==> config.mk <==
export PLATFORM = sky130hd
export DESIGN_NAME = mem_port_arbiter_flat
export DESIGN_NICKNAME = d
export VERILOG_FILES = /design/src/rtl/mem_port_arbiter_if.sv /design/src/rtl/mem_port_arbiter.sv /design/src/flat_wrapper.sv
export SDC_FILE = /design/constraint.sdc
export NUM_CORES = 1
export LEC_CHECK = 0
export BUFFER_PORTS_ARGS = -buffer_cell sky130_fd_sc_hd__buf_2
export CORE_AREA = 2 2 190 192
export CTS_CLUSTER_SIZE = 16
export DETAILED_ROUTE_END_ITERATION = 8
export DIE_AREA = 0 0 192 194
export PLACE_DENSITY = 0.62
export SLEW_MARGIN = 20
export SYNTH_ARGS = -nofsm -noshare
export SYNTH_HDL_FRONTEND = slang
export SYNTH_SLANG_ARGS = --single-unit
==> constraint.sdc <==
create_clock -name clk -period 4.7 [get_ports clk]
set_clock_uncertainty 0.15 [all_clocks]
set_input_delay 0.705 -clock clk [delete_from_list [all_inputs] [get_ports clk]]
set_output_delay 0.705 -clock clk [all_outputs]
set_load 0.01 [all_outputs]
==> src/rtl/mem_port_arbiter_if.sv <==
// -----------------------------------------------------------------------------
// mem_port_arbiter_if
// Bundles the fetch port, the data port and the shared memory port of the
// IF/MEM memory arbiter.
//   if_*   : instruction fetch request / response
//   d_*    : data (ld/sd) request / response
//   stall_*: hazard-unit stall requests
//   mem_*  : single-ported variable-latency memory handshake
//   err    : pulse flagging an access aborted by the watchdog
// slave  : arbiter view (receives requests, drives memory side)
// master : environment view (requesters plus memory)
// -----------------------------------------------------------------------------
interface mem_port_arbiter_if #(
    parameter int XLEN   = 64,
    parameter int ADDR_W = 64
);
    logic              if_req;
    logic [ADDR_W-1:0] if_addr;
    logic [31:0]       if_rdata;
    logic              if_valid;
    logic              d_req;
    logic              d_we;
    logic [ADDR_W-1:0] d_addr;
    logic [XLEN-1:0]   d_wdata;
    logic [XLEN-1:0]   d_rdata;
    logic              d_valid;
    logic              stall_if;
    logic              stall_mem;
    logic              mem_req;
    logic              mem_we;
    logic [ADDR_W-1:0] mem_addr;
    logic [XLEN-1:0]   mem_wdata;
    logic [XLEN-1:0]   mem_rdata;
    logic              mem_ready;
    logic              err;

    modport slave (
        input  if_req, if_addr, d_req, d_we, d_addr, d_wdata, mem_rdata, mem_ready,
        output if_rdata, if_valid, d_rdata, d_valid, stall_if, stall_mem,
               mem_req, mem_we, mem_addr, mem_wdata, err
    );

    modport master (
        output if_req, if_addr, d_req, d_we, d_addr, d_wdata, mem_rdata, mem_ready,
        input  if_rdata, if_valid, d_rdata, d_valid, stall_if, stall_mem,
               mem_req, mem_we, mem_addr, mem_wdata, err
    );
endinterface

==> src/rtl/mem_port_arbiter.sv <==
// -----------------------------------------------------------------------------
// mem_port_arbiter
// Shares one single-ported, variable-latency memory between instruction fetch
// and the data stage. Data requests win ties, but after MAX_D_RUN consecutive
// data grants taken while a fetch waits, the fetch is forced through. A watchdog
// aborts any access that sees no mem_ready within TIMEOUT busy cycles.
// Ports:
//   clk  : clock, all state on the rising edge
//   rst  : synchronous active-high reset
//   bus  : mem_port_arbiter_if.slave (fetch, data, stall and memory signals)
// -----------------------------------------------------------------------------
module mem_port_arbiter #(
    parameter int XLEN      = 64,
    parameter int ADDR_W    = 64,
    parameter int MAX_D_RUN = 4,
    parameter int TIMEOUT   = 255
) (
    input  logic                  clk,
    input  logic                  rst,
    mem_port_arbiter_if.slave     bus
);
    localparam int              RUN_W     = $clog2(MAX_D_RUN + 1);
    localparam logic [RUN_W-1:0] MAX_RUN_C = RUN_W'(MAX_D_RUN);
    localparam logic [7:0]      WDOG_LAST = 8'(TIMEOUT - 1);

    typedef enum logic [1:0] {
        ST_IDLE   = 2'd0,
        ST_BUSY_I = 2'd1,
        ST_BUSY_D = 2'd2
    } state_e;

    state_e            state_q, state_d;
    logic              mem_req_q, mem_req_d;
    logic              mem_we_q, mem_we_d;
    logic [ADDR_W-1:0] mem_addr_q, mem_addr_d;
    logic [XLEN-1:0]   mem_wdata_q, mem_wdata_d;
    logic              if_valid_q, if_valid_d;
    logic              d_valid_q, d_valid_d;
    logic              err_q, err_d;
    logic [31:0]       if_rdata_q, if_rdata_d;
    logic [XLEN-1:0]   d_rdata_q, d_rdata_d;
    logic [RUN_W-1:0]  d_run_q, d_run_d;
    logic [7:0]        wdog_q, wdog_d;

    // Arbitration, memory handshake, watchdog and starvation bookkeeping.
    always_comb begin
        state_d     = state_q;
        mem_req_d   = mem_req_q;
        mem_we_d    = mem_we_q;
        mem_addr_d  = mem_addr_q;
        mem_wdata_d = mem_wdata_q;
        if_valid_d  = 1'b0;
        d_valid_d   = 1'b0;
        err_d       = 1'b0;
        if_rdata_d  = if_rdata_q;
        d_rdata_d   = d_rdata_q;
        d_run_d     = d_run_q;
        wdog_d      = wdog_q;

        case (state_q)
            ST_IDLE: begin
                // The valid cycle is a forced gap: the finished requester still
                // holds its req, so nothing is granted until the next cycle.
                if (if_valid_q || d_valid_q) begin
                    state_d = ST_IDLE;
                end else if (bus.d_req && !(bus.if_req && (d_run_q == MAX_RUN_C))) begin
                    state_d     = ST_BUSY_D;
                    mem_req_d   = 1'b1;
                    mem_we_d    = bus.d_we;
                    mem_addr_d  = bus.d_addr;
                    mem_wdata_d = bus.d_wdata;
                    wdog_d      = 8'd0;
                    // Count only grants that made a waiting fetch lose; saturate.
                    if (!bus.if_req) begin
                        d_run_d = '0;
                    end else if (d_run_q != MAX_RUN_C) begin
                        d_run_d = d_run_q + RUN_W'(1);
                    end else begin
                        d_run_d = d_run_q;
                    end
                end else if (bus.if_req) begin
                    state_d    = ST_BUSY_I;
                    mem_req_d  = 1'b1;
                    mem_we_d   = 1'b0;
                    mem_addr_d = bus.if_addr;
                    wdog_d     = 8'd0;
                    d_run_d    = '0;
                end else begin
                    state_d = ST_IDLE;
                end
            end
            ST_BUSY_I, ST_BUSY_D: begin
                if (bus.mem_ready) begin
                    state_d   = ST_IDLE;
                    mem_req_d = 1'b0;
                    mem_we_d  = 1'b0;
                    if (state_q == ST_BUSY_I) begin
                        if_valid_d = 1'b1;
                        if_rdata_d = bus.mem_rdata[31:0];
                    end else begin
                        d_valid_d = 1'b1;
                        // A store leaves the last load result in place.
                        if (!mem_we_q) begin
                            d_rdata_d = bus.mem_rdata;
                        end else begin
                            d_rdata_d = d_rdata_q;
                        end
                    end
                end else if (wdog_q == WDOG_LAST) begin
                    // Hung access: complete it with zero data and flag err.
                    state_d   = ST_IDLE;
                    mem_req_d = 1'b0;
                    mem_we_d  = 1'b0;
                    err_d     = 1'b1;
                    if (state_q == ST_BUSY_I) begin
                        if_valid_d = 1'b1;
                        if_rdata_d = 32'd0;
                    end else begin
                        d_valid_d = 1'b1;
                        d_rdata_d = '0;
                    end
                end else begin
                    wdog_d = wdog_q + 8'd1;
                end
            end
            default: begin
                state_d   = ST_IDLE;
                mem_req_d = 1'b0;
            end
        endcase
    end

    // State register with synchronous reset; reset drops any access in flight.
    always_ff @(posedge clk) begin
        if (rst) begin
            state_q     <= ST_IDLE;
            mem_req_q   <= 1'b0;
            mem_we_q    <= 1'b0;
            mem_addr_q  <= '0;
            mem_wdata_q <= '0;
            if_valid_q  <= 1'b0;
            d_valid_q   <= 1'b0;
            err_q       <= 1'b0;
            if_rdata_q  <= 32'd0;
            d_rdata_q   <= '0;
            d_run_q     <= '0;
            wdog_q      <= 8'd0;
        end else begin
            state_q     <= state_d;
            mem_req_q   <= mem_req_d;
            mem_we_q    <= mem_we_d;
            mem_addr_q  <= mem_addr_d;
            mem_wdata_q <= mem_wdata_d;
            if_valid_q  <= if_valid_d;
            d_valid_q   <= d_valid_d;
            err_q       <= err_d;
            if_rdata_q  <= if_rdata_d;
            d_rdata_q   <= d_rdata_d;
            d_run_q     <= d_run_d;
            wdog_q      <= wdog_d;
        end
    end

    assign bus.mem_req   = mem_req_q;
    assign bus.mem_we    = mem_we_q;
    assign bus.mem_addr  = mem_addr_q;
    assign bus.mem_wdata = mem_wdata_q;
    assign bus.if_valid  = if_valid_q;
    assign bus.if_rdata  = if_rdata_q;
    assign bus.d_valid   = d_valid_q;
    assign bus.d_rdata   = d_rdata_q;
    assign bus.err       = err_q;
    // Stalls drop in the valid cycle so the pipeline advances on it.
    assign bus.stall_if  = bus.if_req & ~if_valid_q;
    assign bus.stall_mem = bus.d_req & ~d_valid_q;
endmodule

==> src/flat_wrapper.sv <==
// flat-port wrapper written by rule: the top's interface ports become plain ports
module mem_port_arbiter_flat 
#(
    parameter int XLEN      = 64,
    parameter int ADDR_W    = 64,
    parameter int MAX_D_RUN = 4,
    parameter int TIMEOUT   = 255
)
  (clk, rst, bus_if_req, bus_if_addr, bus_d_req, bus_d_we, bus_d_addr, bus_d_wdata, bus_mem_rdata, bus_mem_ready, bus_if_rdata, bus_if_valid, bus_d_rdata, bus_d_valid, bus_stall_if, bus_stall_mem, bus_mem_req, bus_mem_we, bus_mem_addr, bus_mem_wdata, bus_err);
  mem_port_arbiter_if #(.XLEN(XLEN), .ADDR_W(ADDR_W)) bus_i ();
  input  logic clk;
  input  logic rst;
  input wire logic [$bits(bus_i.if_req)-1:0] bus_if_req;
  input wire logic [$bits(bus_i.if_addr)-1:0] bus_if_addr;
  input wire logic [$bits(bus_i.d_req)-1:0] bus_d_req;
  input wire logic [$bits(bus_i.d_we)-1:0] bus_d_we;
  input wire logic [$bits(bus_i.d_addr)-1:0] bus_d_addr;
  input wire logic [$bits(bus_i.d_wdata)-1:0] bus_d_wdata;
  input wire logic [$bits(bus_i.mem_rdata)-1:0] bus_mem_rdata;
  input wire logic [$bits(bus_i.mem_ready)-1:0] bus_mem_ready;
  output wire logic [$bits(bus_i.if_rdata)-1:0] bus_if_rdata;
  output wire logic [$bits(bus_i.if_valid)-1:0] bus_if_valid;
  output wire logic [$bits(bus_i.d_rdata)-1:0] bus_d_rdata;
  output wire logic [$bits(bus_i.d_valid)-1:0] bus_d_valid;
  output wire logic [$bits(bus_i.stall_if)-1:0] bus_stall_if;
  output wire logic [$bits(bus_i.stall_mem)-1:0] bus_stall_mem;
  output wire logic [$bits(bus_i.mem_req)-1:0] bus_mem_req;
  output wire logic [$bits(bus_i.mem_we)-1:0] bus_mem_we;
  output wire logic [$bits(bus_i.mem_addr)-1:0] bus_mem_addr;
  output wire logic [$bits(bus_i.mem_wdata)-1:0] bus_mem_wdata;
  output wire logic [$bits(bus_i.err)-1:0] bus_err;
  assign bus_i.if_req = bus_if_req;
  assign bus_i.if_addr = bus_if_addr;
  assign bus_i.d_req = bus_d_req;
  assign bus_i.d_we = bus_d_we;
  assign bus_i.d_addr = bus_d_addr;
  assign bus_i.d_wdata = bus_d_wdata;
  assign bus_i.mem_rdata = bus_mem_rdata;
  assign bus_i.mem_ready = bus_mem_ready;
  assign bus_if_rdata = bus_i.if_rdata;
  assign bus_if_valid = bus_i.if_valid;
  assign bus_d_rdata = bus_i.d_rdata;
  assign bus_d_valid = bus_i.d_valid;
  assign bus_stall_if = bus_i.stall_if;
  assign bus_stall_mem = bus_i.stall_mem;
  assign bus_mem_req = bus_i.mem_req;
  assign bus_mem_we = bus_i.mem_we;
  assign bus_mem_addr = bus_i.mem_addr;
  assign bus_mem_wdata = bus_i.mem_wdata;
  assign bus_err = bus_i.err;
  mem_port_arbiter #(.XLEN(XLEN), .ADDR_W(ADDR_W), .MAX_D_RUN(MAX_D_RUN), .TIMEOUT(TIMEOUT)) u_core (.clk(clk), .rst(rst), .bus(bus_i));
endmodule
==> summary.txt, run 1 <==
Power
  • Leakage Power: roughly 6.1 nW
  • Power density of the placed cells: roughly 430 mW/mm^2
  • VDD IR max: roughly 300 uV

Floorplan
  • Area of the die: ~0.037 mm^2
  • Floorplan die height: ~190 um
  • Placeable core region: 0.0352 mm^2
  • FP Rows: a little under 70
  • DIE WIDTH: ~190 um
  • Initial Util: 26.0%
  • Ports placed on the boundary: roughly 490

Logic synthesis
  • Post-synth top area share: 52.9%
  • Post-Syn Area per Cell: around 8.7 um^2
  • Main synth FF type: dfxtp_1
  • Largest cells by area after synthesis: dfxtp_1, nand2_1, a311oi_1
  • Combined area of all synthesized cells: between 0.009 and 0.01 mm^2
  • Distinct cells, synth: 38
  • Asr flop ratio synth: 0%
  • Largest area contributor in the synthesized netlist: dfxtp_1
  • Sequential share of the synthesized area: a little over half
  • Yosys Warn Count: 0
  • Synthesis-stage register bit count: approximately 240
  • Post-Synthesis Net Count: around 1300
  • Cell count after synthesis: roughly 1100
  • Number of enable-type register cells in the synthesized netlist: 0

STA
  • Final hold viol count: 0
  • Highest Clock Rate: between 0.3 and 0.4 GHz
  • Final worst setup slack: ~1.6 ns
  • Setup Total Neg Slack: 0 ns
  • Tmin final: approximately 3 ns
  • Setup repair after global routing missed its margin: false
  • Slew Viols, Final: 0
  • Final worst path period share: about two thirds
  • Max-Slew Margin vs Limit: 30.4%
  • Number of failing setup endpoints in the final timing report: 0
  • Slew of the pin with the lowest slew margin: 1.04 ns

Clock tree
  • H-Tree Level Count: 1
  • Clock root cell: clkbuf_16
  • Number of buffers on the longest clock path: 3
  • Number of buffers created by CTS: 28
  • CTS Hold Buffers Added: 0
  • Clk Latency, worst-skew pair: ~0.54 ns
  • Clk sinks: 242
  • Number of post-CTS setup repair buffers: 0
  • Clock-pin slew reported for the worst setup and hold paths after clock tree synthesis: ~0.060 ns
  • Clock tree from TritonCTS: built
  • Resized cells post-CTS: 0

Route
  • Average wire per standard cell: ~16 um
  • Count of antenna-violating nets left after detailed routing: 0
  • Total Routed Length: ~32 mm
  • Vias after detailed routing: around 9500
  • DRT iter0 DRCs: between 300 and 400
  • Via density per instance: around 4.8
  • # DRC: 0
  • Length of the first detailed-routing pass in iterations: 5

Worst setup path
  • Critical Path Start Type: flip-flop
  • Worst r2r path cells: 8
  • Type of the worst setup path: flip-flop to flip-flop
  • Worst EP required: roughly 5 ns
  • Worst Setup SP: u_core.state_q[0]
  • Arrival @ worst endpoint: roughly 3.4 ns
  • Launching point of the worst reg2reg path: u_core.state_q[0]
  • Register-to-Register Setup Slack: roughly 1.6 ns
  • Endpoint type of the worst setup path: flip-flop
  • Maximum fanout along the worst path: 43
  • Worst setup path endpoint: u_core.bus.d_rdata[47]
  • FF-to-FF End: u_core.bus.d_rdata[47]

Placed design
  • Post-detailed-placement cell area: 0.0120 mm^2
  • Post-DP HPWL: roughly 23 mm
  • Dpl cells: 1924
  • Final weighted congestion in routability-driven placement: 0.806
  • Number of I/O port buffers: 492
  • Pre-CTS setup slack: 1.59 ns

Worst hold path
  • Hold WC Path Type: primary input to flip-flop
  • Worst hold stages: 2

GRT
  • Met2 capacity usage during global routing: between 20% and 30%
  • Global-route wire length before repair: between 40 and 50 mm
  • Met1 demand-to-capacity share in global routing: a little under a fifth
  • GRT Overall Usage: between 10% and 20%
  • Pin count of the biggest net entering global routing: between 90 and 100
  • Total grt overflow: 0
  • Met3 usage: under 10%
  • Via count of the first global-routing pass: roughly 9000
  • Initial antenna violation count: 2
  • Grt peak-use layer: met2

Finish
  • Cell Count, Final, Fillers Out: 1975
  • Final Util: a little under two fifths
  • Fraction of layout cells with a size suffix above 1: a little under two fifths
  • Cell area after layout: 0.0130 mm^2
  • Inserted Diodes: 0
  • Post-layout net count: between 1500 and 2000
  • Filler instances: roughly 3600
  • Layout Area Growth over Synthesis: 42.2%

Run
  • Number of max-cap violations: 0

Outcome
  • Run status: finished, final reports clean
==> area by class of cell <==
| cell class | count | area [um^2] | area share [%] |
|---|---|---|---|
| repair buffers | 510 | 2620 | 20.1 |
| multi-input cells | 704 | 3920 | 30.1 |
| well taps | 461 | 577 | 4.43 |
| clock inverters | 10 | 218 | 1.67 |
| inverters | 7 | 26.3 | 0.202 |
| clock buffers | 41 | 820 | 6.29 |
| flip-flops and latches | 242 | 4840 | 37.2 |
==> per-stage QoR <==
step	hold WS (ns)	total power, mW
global placement	0.289	3.17
global route	0.198	5.81
CTS	0.191	5.62
detailed placement	0.294	3.19
finish	0.219	5.54
floorplan	0.299	2.78
==> critical path: stages (launching register included) <==
cell and delay [ns]:
dfxtp_1 0.36, inv_1 0.06, ha_1 0.44, buf_4 0.40
nor2b_1 0.31, nand2_1 0.15, nor2_4 0.43, buf_4 0.49
a22o_1 0.21
==> where the power goes <==
group          internal, mW  switching (mW)  leakage (nW)
registers              2.21          0.0823          1.98
logic                 0.338           0.509          3.57
clock network          1.53           0.871         0.502
total                  4.08            1.46          6.05
==> flip-flops by register name, summed over array words and instances (netlist names) <==
signal / flops
u_core.state_q: 2
u_core.bus.mem_wdata: 64
u_core.bus.if_rdata: 32
u_core.bus.d_valid: 1
u_core.wdog_q: 8
u_core.bus.mem_addr: 64
u_core.bus.err: 1
u_core.bus.mem_we: 1
u_core.bus.d_rdata: 64
u_core.bus.if_valid: 1
u_core.d_run_q: 3
u_core.bus.mem_req: 1
==> cell usage after synthesis, types with 2 or more instances <==
master / instances
and4_1: 2
and3_1: 3
dfxtp_1: 242
inv_1: 7
nor2_1: 75
a22o_1: 65
o21ai_1: 21
nand4_1: 34
ha_1: 6
nand3_1: 72
nand2b_1: 3
o21ai_0: 17
clkbuf_1: 75
nand4b_1: 3
a21oi_1: 106
a311oi_1: 67
and2_1: 2
a32oi_1: 2
buf_1: 5
a31oi_1: 3
o31ai_1: 2
buf_2: 22
nor2b_1: 5
nand2_1: 200
nor3_1: 2
nor4_1: 2
==> how the worst min path moves through the flow <==
stage	slack (ns)	startpoint	endpoint
floorplan	0.30	u_core.d_run_q[0]	u_core.d_run_q[0]
global placement	0.29	u_core.bus.mem_wdata[19]	u_core.bus.mem_wdata[19]
detailed placement	0.29	u_core.bus.mem_wdata[37]	u_core.bus.mem_wdata[37]
CTS	0.19	bus_mem_rdata[32]	u_core.bus.d_rdata[32]
global route	0.20	bus_mem_rdata[58]	u_core.bus.d_rdata[58]
finish	0.22	bus_mem_rdata[32]	u_core.bus.d_rdata[32]
==> cell families after synthesis <==
family	count (synthesis)	synth area share [%]
AND/OR/NAND/NOR	406	19.5
AO/OA/AOI/OAI	291	21.9
flip-flops	242	52.9
buffers and inverters	109	4.77
adder cells (fa/ha/maj)	6	0.820
multiplexers	1	0.109
==> layout by cell type (no fill, tap or decap), drive strengths merged, types with 2 or more instances in the layout <==
cell | Yosys | layout
buf | 27 | 510
dfxtp | 242 | 242
nand2 | 200 | 200
a21oi | 106 | 106
nor2 | 75 | 75
nand3 | 72 | 72
a311oi | 67 | 67
a22o | 65 | 65
clkbuf | 75 | 41
o21ai | 39 | 39
nand4 | 34 | 34
inv | 7 | 7
ha | 6 | 6
bufinv | 0 | 6
nor2b | 5 | 5
nand2b | 3 | 3
nand4b | 3 | 3
a31oi | 3 | 3
and3 | 3 | 3
clkinv | 0 | 3
o31ai | 2 | 2
and4 | 2 | 2
and2 | 2 | 2
nor3 | 2 | 2
a32oi | 2 | 2
nor4 | 2 | 2
==> layer usage <==
layer	routed length (um)	share of wire [%]
met5	27	0.085
met4	761	2.4
met3	2820	8.9
met2	15800	50
met1	12400	39
Power figures use the tool's default switching activity.
==> run 2, diff against run 1 <==
ABC_AREA = 1   (was unset)
CORE_AREA = 2 2 194 196   (was 2 2 190 192)
DIE_AREA = 0 0 196 198   (was 0 0 192 194)
PLACE_DENSITY = 0.64   (was 0.62)
clock period = 2.9 ns   (was 4.7 ns; I/O delays follow)
==> summary.txt, run 2 <==
Power
  • Switching Power: 2.75 mW
  • Clock power frac: a little under two fifths
  • Power density of the placed cells: roughly 640 mW/mm^2
  • VDD IR max: 378 uV
  • Comb power frac: roughly 21%
  • Internal power: between 6 and 7 mW
  • Relative contribution of sequential cells to total power: 41.2%
  • Leakage Power: between 7 and 8 nW
  • Switching share of power: 29.4%

Finish
  • Final Util: about 40%
  • Filler instances: about 3800
  • Fraction of layout cells with a size suffix above 1: slightly below 30%
  • Layout Area Growth over Synthesis: 43.6%
  • Post-layout net count: 2217
  • Most used cells in the layout excluding fill and tap cells: buf_2, nand2_1, nor2_1, dfxtp_1, inv_1
  • Register area: 0.00484 mm^2
  • Most common library cell in the layout ignoring fill and taps: buf_2
  • Multi-input gate area in the final layout: roughly 0.0043 mm^2

Floorplan
  • FP Rows: 71
  • Ports placed on the boundary: between 400 and 500
  • Floorplan die height: approximately 200 um
  • Initial Util: between 20% and 30%
  • Area of the die: just under 0.04 mm^2
  • DIE WIDTH: approximately 200 um
  • Placeable core region: between 0.03 and 0.04 mm^2

GRT
  • GRT Overall Usage: 17.1%
  • Initial antenna violation count: 3
  • Total grt overflow: 0
  • Global-route wire length before repair: ~54 mm
  • Via count of the first global-routing pass: about 11000
  • Pin count of the biggest net entering global routing: 95

STA
  • Tmin final: 2.26 ns
  • Highest Clock Rate: 0.442 GHz
  • Max-Slew Margin vs Limit: around half
  • Slew Viols, Final: 0
  • Number of failing setup endpoints in the final timing report: 0
  • Setup Total Neg Slack: 0 ns
  • Final worst path period share: between 70% and 80%
  • Setup repair after global routing missed its margin: false
  • Slew of the pin with the lowest slew margin: roughly 0.76 ns
  • Final hold viol count: 0

Route
  • Average wire per standard cell: 14.5 um
  • DRT iter0 DRCs: about 580
  • Total Routed Length: roughly 35 mm
  • Via density per instance: about 4.6
  • Count of antenna-violating nets left after detailed routing: 0
  • # DRC: 0
  • Vias after detailed routing: 11292
  • Length of the first detailed-routing pass in iterations: 5

Logic synthesis
  • Synthesis-stage register bit count: roughly 240
  • Post-Synthesis Net Count: approximately 1700
  • Main synth FF type: dfxtp_1
  • Leading cell type by number of instances after synthesis: nand2_1
  • Most frequent cells after synthesis: nand2_1, nor2_1, dfxtp_1, inv_1, nand3_1
  • Cell count after synthesis: 1440
  • Distinct cells, synth: 27
  • Sequential share of the synthesized area: a little under half
  • Post-Syn Area per Cell: 7.06 um^2
  • Number of enable-type register cells in the synthesized netlist: 0
  • Largest area contributor in the synthesized netlist: dfxtp_1
  • Largest cells by area after synthesis: dfxtp_1, nand2_1, nor2_1
  • Combined area of all synthesized cells: 0.0102 mm^2
  • Post-synth top area share: approximately 48%
  • Yosys Warn Count: 0
  • Asr flop ratio synth: 0%

Placed design
  • Final weighted congestion in routability-driven placement: roughly 0.94
  • Post-DP HPWL: between 20 and 25 mm
  • Number of I/O port buffers: 492

Worst hold path
  • Hold WC Path Type: primary input to flip-flop

Clock tree
  • Clk Latency, worst-skew pair: approximately 0.54 ns
  • Number of post-CTS setup repair buffers: 0
  • Clk sinks: about 240
  • Number of buffers on the longest clock path: 3
  • Clock-pin slew reported for the worst setup and hold paths after clock tree synthesis: ~0.06 ns
  • Number of buffers created by CTS: 28
  • Resized cells post-CTS: 0
  • H-Tree Level Count: 1
  • Clock root cell: clkbuf_16
  • Clock tree from TritonCTS: built

Worst setup path
  • Ordered cell list for the critical path: inv_1 -> ha_1 -> nand2_1 -> nor2_1 -> nand3_2 -> nand2_4 -> nand2_2 -> buf_4 -> nand2_1 -> a21oi_1
  • Worst EP required: between 3 and 4 ns
  • Slowest cell on the critical path: buf_4
  • Crit-path leading delay family: simple AND/OR/NAND/NOR gates
  • Maximum fanout along the worst path: 32
  • Type of the worst setup path: flip-flop to flip-flop
  • Critical Path Start Type: flip-flop
  • Arrival @ worst endpoint: approximately 2.6 ns
  • Number of buffers and inverters on the critical path: 2
  • Longest individual stage delay on the worst path: around 0.42 ns
  • Most prevalent standard cell on the critical path: nand2_1
  • Endpoint type of the worst setup path: flip-flop

Run
  • Number of max-cap violations: 0

Outcome
  • Run status: finished, final reports clean
[run 2: changes by cell type in the layout (fill, tap and decap cells not counted), sizes merged, moves of 65 or more]
| cell | change |
|---|---|
| nand2 | +126 |
| dlygate4sd3 | +71 |
| a311oi | -67 |
| nor2 | +175 |
| a22o | -65 |
| inv | +139 |
[run 2: final timing paths]
kind | from | end | slack, ns | cells after the start
setup reg to reg | u_core.wdog_q[0] | u_core.bus.d_rdata[17] | 0.64 | 10
hold reg to reg | u_core.bus.d_rdata[23] | u_core.bus.d_rdata[23] | 0.31 | 2
setup / recovery | u_core.wdog_q[0] | u_core.bus.d_rdata[17] | 0.64 | 10
hold / removal | bus_mem_rdata[33] | u_core.bus.d_rdata[33] | 0.03 | 3
[run 2: final cells by class]
type | count | share of cell area, %
Sequential cell | 242 | 33.2
Antenna cell | 1 | 0.0171
Timing Repair Buffer | 581 | 23.1
Tap cell | 474 | 4.06
Multi-Input combinational cell | 950 | 29.5
Inverter | 146 | 3.79
Clock inverter | 8 | 0.814
Clock buffer | 41 | 5.55
[run 2: per-layer routing]
layer	routed length, um	vias up	track usage (%)
li1	-	5577	-
met1	14500	5109	20.3
met2	16600	505	29.9
met3	2900	97	3.83
met4	1310	4	6.82
met5	21	-	0
[run 2: logic make-up after synthesis]
family,count (synthesis),synth area share [%]
compound gates,230,13.0
simple gates,714,28.4
buf+inv,248,10.2
flops,242,47.6
fa+ha+maj,6,0.738
[run 2: what timing repair did]
item,4_1_cts,5_1_grt
hold buffers,71,0
endpoints found under the setup margin,0,0
hold endpoints to repair,71,0
[run 2: stage by stage]
| stage | hold slack (ns) | power (mW) | setup slack, ns | cell area [um^2] | std cells |
|---|---|---|---|---|---|
| 5_1_grt | 0.0249 | 9.86 | 0.443 | 14600 | 2443 |
| 2_1_floorplan | 0.308 | 4.98 | 1.17 | 10200 | 1440 |
| 4_1_cts | 0.00670 | 9.48 | 0.660 | 14600 | 2442 |
| 3_3_place_gp | 0.295 | 5.73 | 0.693 | 13000 | 2322 |
| 6_report | 0.0343 | 9.37 | 0.637 | 14600 | 2443 |
| 3_5_place_dp | 0.301 | 5.76 | 0.692 | 13000 | 2322 |
[run 2: worst min-delay path, cell delays in order]
cell	delay [ns]
buf_2	0.09
a21oi_1	0.07
nor2_1	0.08
[run 2: power groups by stage]
stage | clock (mW) | combinational, mW | sequential (mW)
global route | 3.83 | 2.14 | 3.89
floorplan | 0 | 0.924 | 4.05
finish | 3.58 | 1.93 | 3.86
CTS | 3.70 | 1.92 | 3.85
detailed placement | 0 | 1.84 | 3.91
global placement | 0 | 1.82 | 3.91
==> run 3, diff against run 2 <==
clock period = 2.3 ns   (was 2.9 ns; I/O delays follow)
==> summary.txt, run 3 (same netlist as run 2, synthesis figures left out) <==
Route
  • Average wire per standard cell: 14.7 um
  • DRT iter0 DRCs: approximately 600
  • Total Routed Length: 38.7 mm
  • Met2 Routed Length: between 15 and 20 mm
  • DR top layer: met5
  • Count of antenna-violating nets left after detailed routing: 0
  • Vias after detailed routing: roughly 12000
  • Length of the first detailed-routing pass in iterations: 6
  • Met3 wirelength from detailed routing: ~2.8 mm
  • # DRC: 0
  • Via density per instance: 4.65
  • Routed met1 length: approximately 15 mm

GRT
  • Pin count of the biggest net entering global routing: 78
  • Initial antenna violation count: 5
  • Global-route wire length before repair: ~60 mm
  • GRT Overall Usage: around a fifth
  • Via count of the first global-routing pass: between 10000 and 15000
  • Total grt overflow: 0

Floorplan
  • FP Rows: between 70 and 80
  • Floorplan die height: between 150 and 200 um
  • Ports placed on the boundary: about 490
  • DIE WIDTH: 196 um
  • Area of the die: around 0.039 mm^2
  • Placeable core region: approximately 0.037 mm^2
  • Initial Util: roughly 28%

Clock tree
  • Clock root cell: clkbuf_16
  • Clk sinks: ~240
  • Clock-pin slew reported for the worst setup and hold paths after clock tree synthesis: roughly 0.06 ns
  • Number of buffers on the longest clock path: 3
  • Clock tree from TritonCTS: built
  • H-Tree Level Count: 1
  • Number of buffers created by CTS: 27
  • Clk Latency, worst-skew pair: around 0.56 ns

Power
  • Comb power frac: about 23%
  • Leakage Power: 8.57 nW
  • Clock power frac: 37.3%
  • Relative contribution of sequential cells to total power: approximately two fifths
  • Internal power: 8.59 mW
  • Switching share of power: just under 30%
  • VDD IR max: roughly 540 uV
  • Power density of the placed cells: about 740 mW/mm^2
  • Switching Power: about 3.6 mW

Worst setup path
  • Type of the worst setup path: flip-flop to flip-flop
  • Ordered cell list for the critical path: inv_1 -> ha_1 -> nand3_1 -> nand2_2 -> a21oi_4 -> buf_12 -> nand3_1 -> o211ai_1 -> inv_1
  • Worst Setup SP: u_core.d_run_q[0]
  • Slowest cell on the critical path: a21oi_4
  • Maximum fanout along the worst path: 40
  • Worst r2r path cells: 9
  • Critical Path Start Type: flip-flop
  • Longest individual stage delay on the worst path: about 0.46 ns
  • Endpoint type of the worst setup path: flip-flop
  • Worst EP required: ~2.6 ns
  • Launching point of the worst reg2reg path: u_core.d_run_q[0]
  • Arrival @ worst endpoint: around 2.4 ns

STA
  • Tmin final: ~2.1 ns
  • Slew of the pin with the lowest slew margin: ~0.68 ns
  • Max-Slew Margin vs Limit: 54.7%
  • Final worst setup slack: 0.166 ns
  • Number of failing setup endpoints in the final timing report: 0
  • Setup repair after global routing missed its margin: false
  • Setup Total Neg Slack: 0 ns
  • Highest Clock Rate: between 0.4 and 0.5 GHz
  • Slew Viols, Final: 0
  • Final hold viol count: 0
  • Final worst path period share: 92.8%

Placed design
  • Final weighted congestion in routability-driven placement: around 0.90
  • Post-DP HPWL: between 20 and 25 mm
  • Pre-CTS setup slack: 0.203 ns
  • Number of I/O port buffers: roughly 490
  • Post-detailed-placement cell area: 0.0132 mm^2

Run
  • Number of max-cap violations: 0

Finish
  • Layout Area Growth over Synthesis: 61.9%
  • Register area: 0.00484 mm^2
  • Filler instances: 3523
  • Multi-input gate area in the final layout: 0.00431 mm^2
  • Cell area after layout: 0.0165 mm^2
  • Most used cells in the layout excluding fill and tap cells: buf_2, nand2_1, nor2_1, dfxtp_1, dlygate4sd3_1
  • Most common library cell in the layout ignoring fill and taps: buf_2
  • Post-layout net count: 2396
  • Fraction of layout cells with a size suffix above 1: roughly 27%

Worst hold path
  • Worst hold stages: 5
  • Hold WC Path Type: primary input to flip-flop
  • Worst hold start: bus_mem_rdata[47]

Outcome
  • Run status: finished, final reports clean
run 3: changes by cell type in the layout (fill, tap and decap cells not counted), sizes merged:
cell	delta
inv	+1
clkinvlp	+3
buf	+15
bufinv	+1
clkbuf	-7
dlygate4sd3	+165
clkinv	+1
diode	+2
run 3: metal layers:
metal / vias to the layer above / track usage, %
li1: 5940 / -
met1: 5549 / 21.2
met2: 580 / 33.2
met3: 132 / 4.10
met4: 4 / 10.0
met5: - / 0
run 3: critical path, delay by kind of cell, from the launching register on:
family | cells | cell delay [ns]
AO/OA/AOI/OAI | 2 | 0.57
buffers and inverters | 3 | 0.41
flip-flops | 1 | 0.36
AND/OR/NAND/NOR | 3 | 0.30
adder cells (fa/ha/maj) | 1 | 0.19
run 3: cell type report:
type	instances	area share [%]
Antenna cell	3	0.0456
Clock inverter	14	1.17
Inverter	146	3.36
Sequential cell	242	29.4
Multi-Input combinational cell	950	26.2
Clock buffer	34	4.51
Tap cell	474	3.60
Timing Repair Buffer	761	31.7
run 3: repair_timing:
action | CTS | global route
hold endpoints to repair | 191 | 0
setup buffers | 0 | 0
hold buffers | 236 | 0
resized for setup | 0 | 0
run 3: through the flow:
| stage | util (%) | power (mW) | hold WS, ns | cells |
|---|---|---|---|---|
| after floorplan | - | 6.28 | 0.308 | 1440 |
| after global placement | 35.6 | 7.33 | 0.296 | 2337 |
| after detailed placement | 35.6 | 7.38 | 0.303 | 2337 |
| after CTS | 44.5 | 12.3 | 0.000302 | 2621 |
| after global routing | 44.5 | 12.8 | 0.0198 | 2623 |
| final | 44.6 | 12.2 | 0.0245 | 2624 |
run 3: final timing paths:
path                                   to  slack, ns
setup / recovery  u_core.bus.mem_addr[23]       0.17
hold / removal     u_core.bus.d_rdata[47]       0.02
setup reg to reg  u_core.bus.mem_addr[23]       0.17
hold reg to reg    u_core.bus.d_rdata[26]       0.31
run 3: power groups by stage:
stage	clock [mW]	sequential (mW)	combinational, mW
2_1_floorplan	0	5.11	1.17
3_3_place_gp	0	4.93	2.40
3_5_place_dp	0	4.94	2.44
4_1_cts	4.68	4.86	2.75
5_1_grt	4.83	4.92	3.06
6_report	4.56	4.88	2.78
